### config.mk
export PLATFORM = sky130hd
export DESIGN_NAME = calc_sequencer_flat
export DESIGN_NICKNAME = d
export VERILOG_FILES = /design/src/rtl/calc_if.sv /design/src/rtl/calc_sequencer.sv /design/src/flat_wrapper.sv
export SDC_FILE = /design/constraint.sdc
export NUM_CORES = 1
export LEC_CHECK = 0
export CAP_MARGIN = 20
export CORE_ASPECT_RATIO = 0.7
export CORE_UTILIZATION = 49
export CTS_CLUSTER_DIAMETER = 50
export DETAILED_ROUTE_END_ITERATION = 7
export PLACE_DENSITY = 0.72
export SLEW_MARGIN = 20
export SYNTH_ARGS = -nofsm -noshare
export SYNTH_HDL_FRONTEND = slang
export SYNTH_SLANG_ARGS = --single-unit
export TNS_END_PERCENT = 30
### constraint.sdc
create_clock -name clk -period 8 [get_ports clk]
set_input_delay 1.6 -clock clk [delete_from_list [all_inputs] [get_ports clk]]
set_output_delay 1.6 -clock clk [all_outputs]
set_load 0.01 [all_outputs]
### src/rtl/calc_if.sv
// Token/result bundle between the keyboard token mux side and the calculator sequencer.
// master drives tokens and observes results; slave is the sequencer.
interface calc_if #(
    parameter int WIDTH = 8
);
    logic                 valid;
    logic [WIDTH-1:0]     data;
    logic [2*WIDTH-1:0]   result;
    logic                 sign;
    logic                 res_valid;
    logic                 err;
    logic [1:0]           stage;

    modport master (
        output valid, data,
        input  result, sign, res_valid, err, stage
    );

    modport slave (
        input  valid, data,
        output result, sign, res_valid, err, stage
    );
endinterface

### src/rtl/calc_sequencer.sv
// Calculator sequencer: accepts A / operator / B tokens and presents a registered result.
// Define CALC_DIV_EN to add an iterative restoring divider on operator code OP_DIV.
module calc_sequencer #(
    parameter int         WIDTH  = 8,
    parameter logic [3:0] OP_ADD = 4'ha,
    parameter logic [3:0] OP_SUB = 4'hb,
    parameter logic [3:0] OP_MUL = 4'hc,
    parameter logic [3:0] OP_CLR = 4'hd,
    parameter logic [3:0] OP_DIV = 4'hf
) (
    input  logic  clk,
    input  logic  rst,
    calc_if.slave bus
);
    localparam int RW = 2 * WIDTH;

    typedef enum logic [2:0] {
        WAIT_A  = 3'd0,
        WAIT_OP = 3'd1,
        WAIT_B  = 3'd2,
        EXEC    = 3'd3,
        DONE    = 3'd4
    } state_t;

    state_t           state_q, state_d;
    logic [WIDTH-1:0] a_q, a_d;
    logic [3:0]       op_q, op_d;
    logic             op_ill_q, op_ill_d;
    logic [RW-1:0]    result_q, result_d;
    logic             sign_q, sign_d;
    logic             err_q, err_d;
    logic             res_valid_q, res_valid_d;
    logic [1:0]       stage_q, stage_d;
    logic [3:0]       code_s;
    logic [RW:0]      alu_s;

`ifdef CALC_DIV_EN
    localparam int CW = (WIDTH > 1) ? $clog2(WIDTH) : 1;

    logic [WIDTH-1:0] b_q, b_d;
    logic [WIDTH-1:0] rem_q, rem_d;
    logic [WIDTH-1:0] quo_q, quo_d;
    logic [CW-1:0]    cnt_q, cnt_d;
    logic [WIDTH:0]   rem_shift_s;
    logic [WIDTH-1:0] rem_next_s;
    logic [WIDTH-1:0] quo_next_s;
    logic             last_step_s;
    logic             div_op_s;
`endif

    function automatic logic op_legal(input logic [3:0] op);
        logic ok;
        case (op)
            OP_ADD, OP_SUB, OP_MUL: ok = 1'b1;
`ifdef CALC_DIV_EN
            OP_DIV:                 ok = 1'b1;
`else
            OP_DIV:                 ok = 1'b0;
`endif
            default:                ok = 1'b0;
        endcase
        return ok;
    endfunction

    // Returns {sign, magnitude}; subtract reports |A-B| with the sign split out.
    function automatic logic [RW:0] alu(input logic [3:0] op,
                                        input logic [WIDTH-1:0] a,
                                        input logic [WIDTH-1:0] b);
        logic [RW-1:0] ax;
        logic [RW-1:0] bx;
        logic [RW-1:0] r;
        logic          s;
        ax = {{WIDTH{1'b0}}, a};
        bx = {{WIDTH{1'b0}}, b};
        r  = {RW{1'b0}};
        s  = 1'b0;
        case (op)
            OP_ADD: r = ax + bx;
            OP_SUB: begin
                if (a < b) begin
                    r = bx - ax;
                    s = 1'b1;
                end else begin
                    r = ax - bx;
                    s = 1'b0;
                end
            end
            OP_MUL:  r = ax * bx;
            default: r = {RW{1'b0}};
        endcase
        return {s, r};
    endfunction

    assign code_s = bus.data[3:0];
    assign alu_s  = alu(op_q, a_q, bus.data);

`ifdef CALC_DIV_EN
    assign div_op_s    = (op_q == OP_DIV);
    assign last_step_s = (cnt_q == CW'(WIDTH - 1));

    // One restoring-division step: shift in the next dividend bit, subtract if it fits.
    always_comb begin
        rem_shift_s = {rem_q, quo_q[WIDTH-1]};
        if (rem_shift_s >= {1'b0, b_q}) begin
            rem_next_s = WIDTH'(rem_shift_s - {1'b0, b_q});
            quo_next_s = {quo_q[WIDTH-2:0], 1'b1};
        end else begin
            rem_next_s = rem_shift_s[WIDTH-1:0];
            quo_next_s = {quo_q[WIDTH-2:0], 1'b0};
        end
    end
`endif

    // State register.
    always_ff @(posedge clk or posedge rst) begin
        if (rst) begin
            state_q <= WAIT_A;
        end else begin
            state_q <= state_d;
        end
    end

    // Next-state: step through A/op/B, skip B's result on a bad operator, wait out the divider.
    always_comb begin
        state_d = state_q;
        case (state_q)
            WAIT_A: begin
                if (bus.valid) state_d = WAIT_OP;
                else           state_d = WAIT_A;
            end
            WAIT_OP: begin
                if (!bus.valid)            state_d = WAIT_OP;
                else if (code_s == OP_CLR) state_d = WAIT_A;
                else                       state_d = WAIT_B;
            end
            WAIT_B: begin
                if (!bus.valid)    state_d = WAIT_B;
                else if (op_ill_q) state_d = WAIT_A;
`ifdef CALC_DIV_EN
                else if (div_op_s && (bus.data != {WIDTH{1'b0}})) state_d = EXEC;
`endif
                else               state_d = DONE;
            end
            EXEC: begin
`ifdef CALC_DIV_EN
                if (last_step_s) state_d = DONE;
                else             state_d = EXEC;
`else
                state_d = WAIT_A;
`endif
            end
            DONE:    state_d = WAIT_A;
            default: state_d = WAIT_A;
        endcase
    end

    // Outputs decoded from the next state so stage and res_valid come straight from flops.
    always_comb begin
        res_valid_d = 1'b0;
        stage_d     = 2'd0;
        case (state_d)
            WAIT_A:  stage_d = 2'd0;
            WAIT_OP: stage_d = 2'd1;
            WAIT_B:  stage_d = 2'd2;
            EXEC:    stage_d = 2'd3;
            DONE: begin
                stage_d     = 2'd3;
                res_valid_d = 1'b1;
            end
            default: stage_d = 2'd0;
        endcase
    end

    // Datapath: operand/operator capture, result and flag updates.
    always_comb begin
        a_d      = a_q;
        op_d     = op_q;
        op_ill_d = op_ill_q;
        result_d = result_q;
        sign_d   = sign_q;
        err_d    = err_q;
`ifdef CALC_DIV_EN
        b_d      = b_q;
        rem_d    = rem_q;
        quo_d    = quo_q;
        cnt_d    = cnt_q;
`endif
        case (state_q)
            WAIT_A: begin
                if (bus.valid) begin
                    a_d   = bus.data;
                    err_d = 1'b0;
                end else begin
                    a_d = a_q;
                end
            end
            WAIT_OP: begin
                if (!bus.valid) begin
                    op_d = op_q;
                end else if (code_s == OP_CLR) begin
                    result_d = {RW{1'b0}};
                    sign_d   = 1'b0;
                    err_d    = 1'b0;
                end else if (op_legal(code_s)) begin
                    op_d     = code_s;
                    op_ill_d = 1'b0;
                end else begin
                    // Still consume a B token so we stay in step with the mux.
                    op_d     = code_s;
                    op_ill_d = 1'b1;
                    err_d    = 1'b1;
                end
            end
            WAIT_B: begin
                if (!bus.valid || op_ill_q) begin
                    result_d = result_q;
`ifdef CALC_DIV_EN
                end else if (div_op_s) begin
                    b_d   = bus.data;
                    rem_d = {WIDTH{1'b0}};
                    quo_d = a_q;
                    cnt_d = {CW{1'b0}};
                    if (bus.data == {WIDTH{1'b0}}) begin
                        result_d = {RW{1'b0}};
                        sign_d   = 1'b0;
                        err_d    = 1'b1;
                    end else begin
                        result_d = result_q;
                    end
`endif
                end else begin
                    result_d = alu_s[RW-1:0];
                    sign_d   = alu_s[RW];
                end
            end
`ifdef CALC_DIV_EN
            EXEC: begin
                rem_d = rem_next_s;
                quo_d = quo_next_s;
                cnt_d = cnt_q + CW'(1);
                if (last_step_s) begin
                    result_d = {rem_next_s, quo_next_s};
                    sign_d   = 1'b0;
                end else begin
                    result_d = result_q;
                end
            end
`endif
            default: result_d = result_q;
        endcase
    end

    // Datapath and output registers.
    always_ff @(posedge clk or posedge rst) begin
        if (rst) begin
            a_q         <= {WIDTH{1'b0}};
            op_q        <= 4'h0;
            op_ill_q    <= 1'b0;
            result_q    <= {RW{1'b0}};
            sign_q      <= 1'b0;
            err_q       <= 1'b0;
            res_valid_q <= 1'b0;
            stage_q     <= 2'd0;
        end else begin
            a_q         <= a_d;
            op_q        <= op_d;
            op_ill_q    <= op_ill_d;
            result_q    <= result_d;
            sign_q      <= sign_d;
            err_q       <= err_d;
            res_valid_q <= res_valid_d;
            stage_q     <= stage_d;
        end
    end

`ifdef CALC_DIV_EN
    // Divider working registers.
    always_ff @(posedge clk or posedge rst) begin
        if (rst) begin
            b_q   <= {WIDTH{1'b0}};
            rem_q <= {WIDTH{1'b0}};
            quo_q <= {WIDTH{1'b0}};
            cnt_q <= {CW{1'b0}};
        end else begin
            b_q   <= b_d;
            rem_q <= rem_d;
            quo_q <= quo_d;
            cnt_q <= cnt_d;
        end
    end
`endif

    assign bus.result    = result_q;
    assign bus.sign      = sign_q;
    assign bus.res_valid = res_valid_q;
    assign bus.err       = err_q;
    assign bus.stage     = stage_q;

endmodule

### src/flat_wrapper.sv
// flat-port wrapper written by rule: the top's interface ports become plain ports
module calc_sequencer_flat 
#(
    parameter int         WIDTH  = 8,
    parameter logic [3:0] OP_ADD = 4'ha,
    parameter logic [3:0] OP_SUB = 4'hb,
    parameter logic [3:0] OP_MUL = 4'hc,
    parameter logic [3:0] OP_CLR = 4'hd,
    parameter logic [3:0] OP_DIV = 4'hf
)
  (clk, rst, bus_valid, bus_data, bus_result, bus_sign, bus_res_valid, bus_err, bus_stage);
  calc_if #(.WIDTH(WIDTH)) bus_i ();
  input  logic clk;
  input  logic rst;
  input wire logic [$bits(bus_i.valid)-1:0] bus_valid;
  input wire logic [$bits(bus_i.data)-1:0] bus_data;
  output wire logic [$bits(bus_i.result)-1:0] bus_result;
  output wire logic [$bits(bus_i.sign)-1:0] bus_sign;
  output wire logic [$bits(bus_i.res_valid)-1:0] bus_res_valid;
  output wire logic [$bits(bus_i.err)-1:0] bus_err;
  output wire logic [$bits(bus_i.stage)-1:0] bus_stage;
  assign bus_i.valid = bus_valid;
  assign bus_i.data = bus_data;
  assign bus_result = bus_i.result;
  assign bus_sign = bus_i.sign;
  assign bus_res_valid = bus_i.res_valid;
  assign bus_err = bus_i.err;
  assign bus_stage = bus_i.stage;
  calc_sequencer #(.WIDTH(WIDTH), .OP_ADD(OP_ADD), .OP_SUB(OP_SUB), .OP_MUL(OP_MUL), .OP_CLR(OP_CLR), .OP_DIV(OP_DIV)) u_core (.clk(clk), .rst(rst), .bus(bus_i));
endmodule
## After elaboration in Yosys (flattened, before gate mapping)

Cells that the tools add are included.

| cells by class | value |
|---|---|
| bitwise logic cells | 1 |
| order comparisons | 1 |
| $add $sub $neg | 3 |
| mux-type cells | 30 |
| eq/ne operators | 18 |
| shift operators | 0 |
| multiply operators | 1 |
| divide/modulo/power cells | 0 |
| reduce and logical (&&, ||, !) cells | 11 |

Operators by type and width:

| kind | count |
|---|---|
| $mux 16 | 4 |
| $pmux 16 s3 | 1 |
| $pmux 16 s2 | 1 |
| $eq 4x4->1 const B | 7 |
| $sub 8x8->9 | 2 |
| $mul 8x8->16 | 1 |
| $mux 1 | 16 |
| $add 8x8->9 | 1 |
| $eq 3x2->1 const B | 3 |
| $mux 3 | 3 |
| $pmux 3 s3 | 1 |
| $lt 8x8->1 | 1 |
| $reduce_and 4->1 | 2 |
| $eq 3x1->1 const B | 2 |
| $ne 2x2->1 const B | 3 |
| $pmux 2 s3 | 1 |
| $pmux 1 s2 | 2 |
| $reduce_bool 2->1 | 2 |
| $eq 3x3->1 const B | 1 |
| $logic_not 3->1 | 1 |
| $ne 3x2->1 const B | 1 |
| $reduce_and 3->1 | 1 |
| $reduce_or 3->1 | 1 |
| $mux 2 | 1 |
| other kinds (6) | 6 |

| word-level totals | value |
|---|---|
| input bits | 11 |
| bits in latches | 0 |
| memories | 0 |
| bits in writable memories | 0 |
| flip-flop bits (word level) | 37 |
| logic and storage cells | 74 |
| bits in read-only memories | 0 |
| output and inout bits | 21 |

## Depth between registers and ports, before layout

| depth | value |
|---|---|
| word-level depth | 10 |
| gate-level depth with buffers | 18 |
| depth with buffers taken out | 18 |

## Least setup slack after synthesis

Ideal clock, no wire load.

| timing | value |
|---|---|
| path type | input port to flip-flop |
| from | in bus_data[4] |
| to | reg u_core.result_q[15], in the netlist u_core.bus.result[15] |
| path buffers | 0 |
| required time | 7.862 ns |
| setup slack | 2.603 ns |
| library setup time | 0.138 ns |
| arrival time | 5.259 ns |
| stages | 16 |
| cell sequence | inv_1 -> nor2_1 -> fa_1 -> fa_1 -> inv_1 -> fa_1 -> fa_1 -> inv_1 -> ha_1 -> a21oi_1 -> a21oi_1 -> o21a_1 -> o31ai_2 -> o21ai_1 -> xnor2_1 -> o211ai_1 |

| on the way | value |
|---|---|
| cells in the longest elaborated chain, start to end | 5 |
| elaborated cells on any way between the ends | 8 |
| those cells by class | add/sub (2); mul (1); order compare (1); mux (4) |

RTL lines:

| element | line | text |
|---|---|---|
| from (decl) | flat_wrapper.sv:16 | `input wire logic [$bits(bus_i.data)-1:0] bus_data;` |
| parallel branches: the longest is 2 deep, another holds $mul 8x8->16 | - |  |
| $pmux 16 s3 (*) | calc_sequencer.sv:77 | `case (op)` |
| $mux 16 (*) | calc_sequencer.sv:215 | `if (!bus.valid \|\| op_ill_q) begin` |
| $pmux 16 s2 (*) | calc_sequencer.sv:188 | `case (state_q)` |
| to (signal assigned) | calc_sequencer.sv:259 | `result_q <= {RW{1'b0}};` |
| to (signal assigned) | calc_sequencer.sv:268 | `result_q <= result_d;` |
| to (decl) | calc_sequencer.sv:29 | `logic [RW-1:0] result_q, result_d;` |

Mark *: on every way between the ends. The select of a mux whose other input is x is not followed.
A chain may end at the register's enable or synchronous reset.

## Worst setup path after layout

| timing | value |
|---|---|
| from | in bus_data[3] |
| to | reg u_core.result_q[14], in the netlist u_core.bus.result[14] |

| on the way | value |
|---|---|
| cells in the longest elaborated chain, start to end | 5 |
| elaborated cells on any way between the ends | 11 |
| those cells by class | add/sub (2); mul (1); order compare (1); eq/ne (2); mux (4); reduce/logical (1) |

RTL lines:

| element |
|---|
| parallel branches: the longest is 5 deep, another holds $mul 8x8->16 |

Parallel ways; which one is timed is not known. The select of a mux whose other input is x is not followed.

==> summary.txt <==
STA
  • Slew Viols, Final: 0
  • Final hold slack: 0.481 ns
  • Fin. Hold Viols: 0
  • Finish-stage setup viols: 0
  • Minimum clock period: ~6.3 ns
  • Period utilisation layout: 78.1%
  • RSZ-0062 raised after global routing: false
  • Worst Skew: around 0.011 ns
  • Slew headroom: 49.6%
  • Tightest Pin Transition: 0.754 ns
  • FMAX: 0.160 GHz
  • Setup_tns: 0 ns

Detailed routing
  • Total number of vias: 3835
  • Final wirelength: 11300 um
  • Via density: 5.71
  • DR WL/cell: 16.8 um
  • Detailed Routing Iterations Pass 1: 5
  • Antenna-violating nets left: 0
  • DR DRC count: 0
  • Starting DRC count in detailed routing: 383

Finish
  • Most frequent cells in the layout: inv_1, nor2_1, ha_1
  • Syn-to-layout area delta: 13.4%
  • Register Area: roughly 900 sq um
  • Diode count: 0
  • Ratio of cells with drive above 1 in the final layout: between 4 and 5%
  • Fillers: 791
  • Leading cell type in the layout, fill and taps excluded: inv_1
  • Multi-input logic area: between 3000 and 4000 sq um
  • NumNets Final: 661

Min path
  • Hold WC Path Type: flop to flop

GRT
  • First-pass GRT wire length: 19100 um
  • Vias in the first global route: 3731
  • Initial antenna violation count: 0
  • All-Layer GR Usage: 26.5%
  • Largest net degree at the start of global routing: 38
  • Grt total ovfl: 0

CTS
  • Hold buffers post-CTS: 0
  • Number of H-tree levels: 2
  • Clock Sinks: 37
  • Post-CTS Setup Inserts: 0
  • Post-CTS sizing: 0
  • Root buffer cell: clkbuf_16
  • Clk slew on worst S/H paths: 0.06 ns
  • Later-pin clock latency in the skew report: 0.29 ns
  • Total CTS buffers: 5
  • Clock Path Buffers: 2
  • CTS tree: done

Die
  • Die height: 82.3 um
  • FP Rows: 28
  • Initial Util: 52.0%
  • DIE AREA: 9610 sq um
  • Die Wd: 117 um
  • I/O Pins: 32
  • Core ar.: 8690 sq um

Synth
  • Synth unique cells: 57
  • Yosys reg bits: 37
  • Post-Syn Area: between 4000 and 5000 sq um
  • Synth Instances: 520
  • Seq/Total Area, Yosys: between 20% and 30%
  • Number of synthesized flops with an enable pin: 0
  • Syn_area_per_cell: just under 9 sq um
  • Main synth FF type: dfrtp_1
  • Syn nets: 630
  • Share of flip-flops with an asynchronous set or reset: between 90% and 100%
  • Number of warnings issued by yosys: 0

Place
  • Dpl hpwl: 9080 um
  • Placer congestion estimate: 0.956
  • PortBufs: 31

Critical path
  • Critical path type: primary input to flop
  • CP endpoint kind: flop
  • Worst EP arrival: 6.40 ns
  • Worst R2R Setup Slack: 2.99 ns
  • CP Launch Type: primary input
  • Crit-path max FO: 8
  • Worst endpoint required time: 8.15 ns

Flow run
  • Number of max-cap violations: 0

Status
  • Run status: completed
-- flip-flops by register name, summed over array words and instances (netlist names), 2 cells and up --
signal,flops
u_core.bus.result,16
u_core.a_q,8
u_core.op_q,4
u_core.state_q,3
u_core.bus.stage,2
-- cell type report --
cell class | instances | area share, %
clock buffer | 6 | 2.71
clock inverter | 2 | 0.733
inverter | 80 | 5.86
multi-input combinational | 393 | 63.2
sequential | 37 | 18.1
tap | 120 | 2.93
timing repair buffer | 34 | 6.50
-- layer usage --
layer  routed length [um]  track usage (%)  up-vias
met5                    0                0        -
met3                  833             5.99       18
met1                 5400             38.1     1864
met4                  134             5.44        0
met2                 4920             40.9      141
li1                     -                -     1812
-- Yosys cell counts, types with 2 or more instances --
cell type	n	share of area, %
inv_1	68	5.7
nor2_1	66	5.5
ha_1	60	17
nand2_1	47	3.9
fa_1	39	17
dfrtp_1	37	21
a21oi_1	24	2.7
o21ai_0	20	2.2
xnor2_1	15	2.9
nand3_1	12	1.3
o211ai_1	11	1.8
a22oi_1	9	1.5
clkinv_1	9	0.75
mux2i_1	8	1.8
o21ai_1	8	0.89
clkbuf_1	7	0.58
a21o_1	6	1.0
nor3_1	5	0.55
nand4_1	4	0.55
nor3b_1	4	0.67
o21a_1	4	0.67
a211oi_1	3	0.50
inv_2	3	0.25
nand2b_1	3	0.42
nor2b_1	3	0.42
o221ai_1	3	0.58
a21oi_4	2	0.72
a311oi_1	2	0.39
a31oi_1	2	0.28
and2_1	2	0.28
and3_1	2	0.28
buf_6	2	0.50
o2111ai_1	2	0.39
o21bai_1	2	0.33
or2_2	2	0.28
or3_1	2	0.28
xor2_1	2	0.39
-- worst max-delay path, cell delays in order --
cell and delay [ns]:
clkdlybuf4s50_1 0.65, clkinv_1 0.34, nor2_1 0.24, fa_1 0.46
fa_1 0.47, fa_1 0.55, inv_1 0.05, fa_1 0.53
inv_1 0.04, ha_1 0.34, a21oi_1 0.22, o21ai_0 0.14
nand2_1 0.13, o21ai_0 0.16, a21oi_1 0.20, mux2i_1 0.20
nand3_1 0.08
-- logic make-up after synthesis --
| logic type | count (synthesis) | share of synthesized area (%) |
|---|---|---|
| mux | 9 | 2.02 |
| compound gates | 109 | 16.6 |
| simple gates | 159 | 15.8 |
| buf+inv | 90 | 7.84 |
| xor+xnor | 17 | 3.30 |
| flops | 37 | 20.5 |
| fa+ha+maj | 99 | 33.9 |
-- through the flow --
step                      std cells  instance area (sq um)  worst slack (ns)  util [%]
after floorplan                 520                   4520              2.60         -
after global placement          664                   4940              1.75      56.9
after detailed placement        664                   4940              1.51      56.9
after CTS                       672                   5120              1.78      58.9
after global routing            672                   5120              1.49      58.9
final                           672                   5120              1.75      58.9
-- final timing paths --
path	to	depth (start not counted)	from
worst min-delay path	u_core.bus.sign$_DFFE_PP0P_	2	u_core.bus.sign$_DFFE_PP0P_
worst max register to register	u_core.bus.result[14]$_DFFE_PP0P_	16	u_core.a_q[1]$_DFFE_PP0P_
worst max-delay path	u_core.bus.result[14]$_DFFE_PP0P_	17	bus_data[3]
worst min register to register	u_core.bus.sign$_DFFE_PP0P_	2	u_core.bus.sign$_DFFE_PP0P_
max in group asynchronous	u_core.op_q[2]$_DFFE_PP0P_	3	rst
min in group asynchronous	u_core.op_q[3]$_DFFE_PP0P_	3	rst
Power is not shown: default switching activity piles up to over one toggle a cycle in this logic, so the estimate is an artifact.
